--- src/rtl/fifo_pkg.sv ---
// rtl/fifo_pkg.sv - shared async-FIFO types, sizes and Gray/binary helpers
package fifo_pkg;

  localparam int FIFO_ADDR_SIZE = 4;
  localparam int FIFO_DEPTH     = 1 << FIFO_ADDR_SIZE;

  typedef logic [FIFO_ADDR_SIZE:0] ptr_t;

  function automatic int fifo_depth(input int addr_size);
    return 1 << addr_size;
  endfunction

  // Operands are zero-extended, so one 32-bit body serves every pointer width up to 32.
  function automatic logic [31:0] bin2gray(input logic [31:0] b);
    return b ^ (b >> 1);
  endfunction

  function automatic logic [31:0] gray2bin(input logic [31:0] g);
    logic [31:0] b;
    b[31] = g[31];
    for (int i = 30; i >= 0; i--) begin
      b[i] = g[i] ^ b[i+1];
    end
    return b;
  endfunction

endpackage

--- src/rtl/b_to_g.sv ---
// rtl/b_to_g.sv - combinational binary-to-Gray converter
module b_to_g
  import fifo_pkg::*;
#(
  parameter int W = 5
) (
  input  logic [W-1:0] bin,
  output logic [W-1:0] gray
);

  assign gray = W'(bin2gray(32'(bin)));

endmodule

--- src/rtl/g_to_b.sv ---
// rtl/g_to_b.sv - combinational Gray-to-binary converter
module g_to_b
  import fifo_pkg::*;
#(
  parameter int W = 5
) (
  input  logic [W-1:0] gray,
  output logic [W-1:0] bin
);

  assign bin = W'(gray2bin(32'(gray)));

endmodule

--- src/rtl/wr_ptr_ctrl.sv ---
// rtl/wr_ptr_ctrl.sv - async FIFO write-side pointers, level and flags
// WR_OVF_STICKY_EN: overflow held until ovf_clr instead of a per-write pulse.
module wr_ptr_ctrl
  import fifo_pkg::*;
#(
  parameter int ADDR_SIZE    = 4,
  parameter int AFULL_THRESH = 14
) (
  input  logic                 wr_clk,
  input  logic                 wr_rst,
  input  logic                 wr_en,
  input  logic [ADDR_SIZE:0]   wq2_ptr,
  input  logic                 ovf_clr,
  output logic [ADDR_SIZE-1:0] wr_addr,
  output logic [ADDR_SIZE:0]   wr_ptr_gray,
  output logic                 full,
  output logic                 almost_full,
  output logic [ADDR_SIZE:0]   wr_level,
  output logic                 wr_ack,
  output logic                 overflow
);

  localparam int PTR_W = ADDR_SIZE + 1;

  logic [PTR_W-1:0] wbin_q, wbin_d;
  logic [PTR_W-1:0] wgray_q, wgray_d;
  logic [PTR_W-1:0] level_q, level_d;
  logic [PTR_W-1:0] rbin_s;
  logic             full_q, full_d;
  logic             afull_q, afull_d;
  logic             ack_q;
  logic             ovf_q, ovf_d;
  logic             push;
  logic             ovf_set;

  b_to_g #(.W(PTR_W)) u_b_to_g (
    .bin  (wbin_d),
    .gray (wgray_d)
  );

  g_to_b #(.W(PTR_W)) u_g_to_b (
    .gray (wq2_ptr),
    .bin  (rbin_s)
  );

  assign push    = wr_en & ~full_q;
  assign ovf_set = wr_en & full_q;
  assign wbin_d  = wbin_q + PTR_W'(push);
  assign level_d = wbin_d - rbin_s;
  // Full when the next write pointer is exactly one lap ahead of the synchronised read pointer.
  assign full_d  = (wgray_d == {~wq2_ptr[ADDR_SIZE:ADDR_SIZE-1], wq2_ptr[ADDR_SIZE-2:0]});
  assign afull_d = (level_d >= PTR_W'(AFULL_THRESH));

`ifdef WR_OVF_STICKY_EN
  assign ovf_d = ovf_set | (ovf_q & ~ovf_clr);
`else
  logic unused_ovf_clr;
  assign unused_ovf_clr = ovf_clr;
  assign ovf_d = ovf_set;
`endif

  always_ff @(posedge wr_clk or posedge wr_rst) begin
    if (wr_rst) begin
      wbin_q  <= '0;
      wgray_q <= '0;
      level_q <= '0;
      full_q  <= 1'b0;
      afull_q <= 1'b0;
      ack_q   <= 1'b0;
      ovf_q   <= 1'b0;
    end else begin
      wbin_q  <= wbin_d;
      wgray_q <= wgray_d;
      level_q <= level_d;
      full_q  <= full_d;
      afull_q <= afull_d;
      ack_q   <= push;
      ovf_q   <= ovf_d;
    end
  end

  assign wr_addr     = wbin_q[ADDR_SIZE-1:0];
  assign wr_ptr_gray = wgray_q;
  assign full        = full_q;
  assign almost_full = afull_q;
  assign wr_level    = level_q;
  assign wr_ack      = ack_q;
  assign overflow    = ovf_q;

endmodule
--- config.mk ---
export PLATFORM = sky130hd
export DESIGN_NAME = wr_ptr_ctrl
export DESIGN_NICKNAME = d
export VERILOG_FILES = /design/src/rtl/fifo_pkg.sv /design/src/rtl/b_to_g.sv /design/src/rtl/g_to_b.sv /design/src/rtl/wr_ptr_ctrl.sv
export SDC_FILE = /design/constraint.sdc
export NUM_CORES = 1
export LEC_CHECK = 0
export ABC_AREA = 1
export CORE_MARGIN = 10
export CORE_UTILIZATION = 45
export CTS_BUF_LIST = sky130_fd_sc_hd__clkbuf_8
export DETAILED_ROUTE_END_ITERATION = 10
export GPL_TIMING_DRIVEN = 0
export HOLD_SLACK_MARGIN = 0.08
export PLACE_DENSITY_LB_ADDON = 0.05
export SETUP_SLACK_MARGIN = 0.02
export SLEW_MARGIN = 5
export SYNTH_ARGS = -nofsm -noshare
export SYNTH_HDL_FRONTEND = slang
export SYNTH_SLANG_ARGS = --single-unit
--- constraint.sdc ---
create_clock -name wr_clk -period 2.2 [get_ports wr_clk]
set_clock_uncertainty 0.2 [all_clocks]
set_input_delay 0.44 -clock wr_clk [delete_from_list [all_inputs] [get_ports wr_clk]]
set_output_delay 0.44 -clock wr_clk [all_outputs]
set_load 0.005 [all_outputs]
==> impl_metrics.tcl <==
set metrics [dict create \
    grt_pass1_vias 1002 \
    crit_chain "buf_8, xnor2_4, or2_4, nand3_4, nand3_2, nand2_2, inv_2, ha_4, fa_2, nor2_1, o21a_1, nor2_1, xor2_1, nand2_1" \
    ys_ff_latch 18 \
    rr_endpoint "almost_full$_DFF_PP0_" \
    postPlaceCellArea_mm2 0.00135 \
    critPathSlowestCell "fa_2" \
    worst_ir_drop_vdd_mv 0.787 \
    cts_max_level 1 \
    critical_path_class "input port to flip-flop" \
    slew_violations 0 \
    clockBufferDepth 2 \
    fin_area_mm2 0.00160 \
    min-delay-start "full$_DFF_PP0_" \
    violations "negative setup slack" \
    endpoint_kind "flip-flop" \
    antenna-diode-count 0 \
    r2r_setup_slack_ns -0.02 \
    drive_above_1_share_pct 32.3 \
    clk_latency_ns 0.25 \
    dpl_worst_slack_ns -0.961 \
    p_leak_nw 0.785 \
    rsz0062_at_grt "yes" \
    syn_area_mm2 0.00104 \
    hold_path_end "wr_ack$_DFF_PP0_" \
    crit_path_frequent_cell "nor2_1" \
    rows 17 \
    hold_path_class "flip-flop to flip-flop" \
    final_antenna_net_count 0 \
    antenna_found_initial 0 \
    drt-wirelength-per-cell_um 13.9 \
    synthSimpleGateAreaFrac_pct 33.0 \
    numCtsBuffers 3 \
    grt-ovfl-total 0 \
    viasPerCell 5.06 \
    dpl.hpwl_mm 1.98 \
    cp_data_required_time_ns 2.13 \
    drv_cap 0 \
    routed_wl_mm 2.67 \
    holdBufCountCts 0 \
    path_max_fanout 3 \
    ys_seq_area_share_pct 43.2 \
    cp.buffers_inverters 2 \
    grt_max_degree 19 \
    tightest_slew_ns 0.685 \
    r2r-start "full$_DFF_PP0_" \
    grt.total_usage_pct 12.5 \
    finalCriticalPeriod_ns 2.34 \
    ff2ff_path_depth 12 \
    hold_viol_final 0 \
    die_h_um 68.1 \
    setup_viol 2 \
    crit_arrival_ns 2.27 \
    areaGrowthSynthToFinish_pct 53.3 \
    portBuffers 25 \
    drt_iter0_markers 17 \
    relSlewSlack_pct 54.3 \
    num_vias 971 \
    crit_path_start_kind "input port" \
    finalPower_w 0.00228 \
    setup_ws_ns -0.137 \
    core_mm2 0.00221 \
    syn_area_per_cell_um2 8.14 \
    clkTransAtPathRegs_ns 0.07 \
    cp_slowest_stage_delay_ns 0.35 \
    gp_congestion 0.866 \
    firstDrtPassIters 5 \
    start_util_pct 47.1 \
    synth_edf_count 0 \
    die_w_um 68.1 \
    synth_xor_area_share_pct 3.36 \
    cts_tree "yes" \
    die_area_mm2 0.00464 \
    nets 182 \
    fin_crit_sh_pct 106 \
    synth_top_family_by_area "simple AND/OR/NAND/NOR gates" \
    fmax_mhz 428 \
    async_reset_ff_share_pct 100 \
    grt_pass1_wl_mm 4.42 \
    ys_types 22 \
    powerDensity_mw_per_mm2 1430 \
    utilization_pct 72.2 \
    crit_family "simple AND/OR/NAND/NOR gates" \
    min_path_cells 1 \
    status "finished with violations" \
    cts-root-buf "clkbuf_8" \
    synth_mux_area_share_pct 0 \
    yosys_warnings 0 \
    clkSinkCount 18 \
    syn_inst 128 \
    num-fill-cells 167 \
    synth_compound_area_share_pct 3.00 \
    synth-main-ff-cell "dfrtp_1" \
    drcViolationCount 0 \
    ioPinCount 27 \
    syn-num-nets 144 \
    synthAdderAreaFrac_pct 9.12 \
]
==> flip-flops by register name, summed over array words and instances (netlist names) <==
| register | cells |
|---|---|
| almost_full | 1 |
| full | 1 |
| overflow | 1 |
| wbin_q | 5 |
| wr_ack | 1 |
| wr_level | 5 |
| wr_ptr_gray | 4 |
==> worst max-delay path by stage <==
| stage | start | to | slack, ns | depth (start not counted) |
|---|---|---|---|---|
| 5_1_grt | wq2_ptr[4] | almost_full$_DFF_PP0_ | -0.30 | 14 |
| 2_1_floorplan | wq2_ptr[4] | almost_full$_DFF_PP0_ | -0.17 | 13 |
| 3_5_place_dp | wq2_ptr[4] | almost_full$_DFF_PP0_ | -0.96 | 14 |
| 6_report | wq2_ptr[4] | almost_full$_DFF_PP0_ | -0.14 | 14 |
| 4_1_cts | wq2_ptr[3] | almost_full$_DFF_PP0_ | -0.15 | 14 |
| 3_3_place_gp | wq2_ptr[4] | almost_full$_DFF_PP0_ | -0.91 | 14 |
==> layout make-up <==
class | instances | area [um^2] | area share [%]
multi-input combinational | 89 | 667 | 41.7
sequential | 18 | 450 | 28.2
timing repair buffer | 33 | 318 | 19.9
inverter | 20 | 75.1 | 4.70
clock buffer | 3 | 41.3 | 2.58
tap | 28 | 35.0 | 2.19
buffer | 1 | 11.3 | 0.705
==> power breakdown <==
group          switching [W]  internal, W  total (W)
Sequential         0.0000894     0.000492   0.000582
Combinational       0.000745     0.000732    0.00148
Clock               0.000103     0.000121   0.000224
Total               0.000937      0.00135    0.00228
==> cells in the final DEF, fill, tap and decap left out, types with 2 or more instances in the layout <==
cell type,Yosys,final
nand3_1,22,18
nand2_1,33,26
nand3_2,1,4
xor2_1,2,2
inv_1,18,14
clkbuf_8,0,3
buf_4,0,8
nand2_4,1,4
clkdlybuf4s50_1,0,19
nand2_2,7,11
ha_4,0,5
buf_8,0,2
dfrtp_1,18,18
nor2_1,5,4
dlygate4sd2_1,0,3
o21ai_0,2,2
inv_2,2,6
==> timing repair <==
| action | 4_1_cts | 5_1_grt |
|---|---|---|
| setup buffers | 7 | 1 |
| gates resized for setup | 41 | 9 |
| pin swaps | 18 | 10 |
| endpoints found under the setup margin | 6 | 4 |
==> metal layers <==
metal / up-vias / wire length (um) / share of wire, % / track usage [%]
met5: - / 0 / 0 / 0
met4: 0 / 72 / 2.7 / 6.53
met3: 8 / 210 / 7.9 / 3.92
met2: 31 / 1410 / 53 / 23.3
met1: 455 / 974 / 36 / 12.1
li1: 477 / - / - / -
==> logic make-up (layout without fill, tap and decap cells) <==
group / count (synthesis) / count (layout)
and+or+nand+nor: 73 / 73
buffers and inverters: 21 / 57
DFF: 18 / 18
adders and majority gates: 7 / 7
AOI/OAI and AO/OA: 5 / 5
xor gates and xnor gates: 4 / 4
==> through the flow <==
step	hold WS, ns	TNS, ns	cells
CTS	0.318	-0.287	191
floorplan	0.179	-0.335	128
global placement	0.269	-4.02	181
global route	0.335	-0.590	192
finish	0.312	-0.265	192
detailed placement	0.289	-4.62	181
==> Yosys cell counts, types with 2 or more instances <==
master	instances	area share, %
dfrtp_1	18	43
ha_1	6	7.2
nand2_2	7	4.2
inv_1	18	6.5
o21ai_0	2	0.96
nand2_1	33	12
xnor2_1	2	1.7
nor2_1	5	1.8
xor2_1	2	1.7
inv_2	2	0.72
nand3_1	22	11
Power figures use the tool's default switching activity.
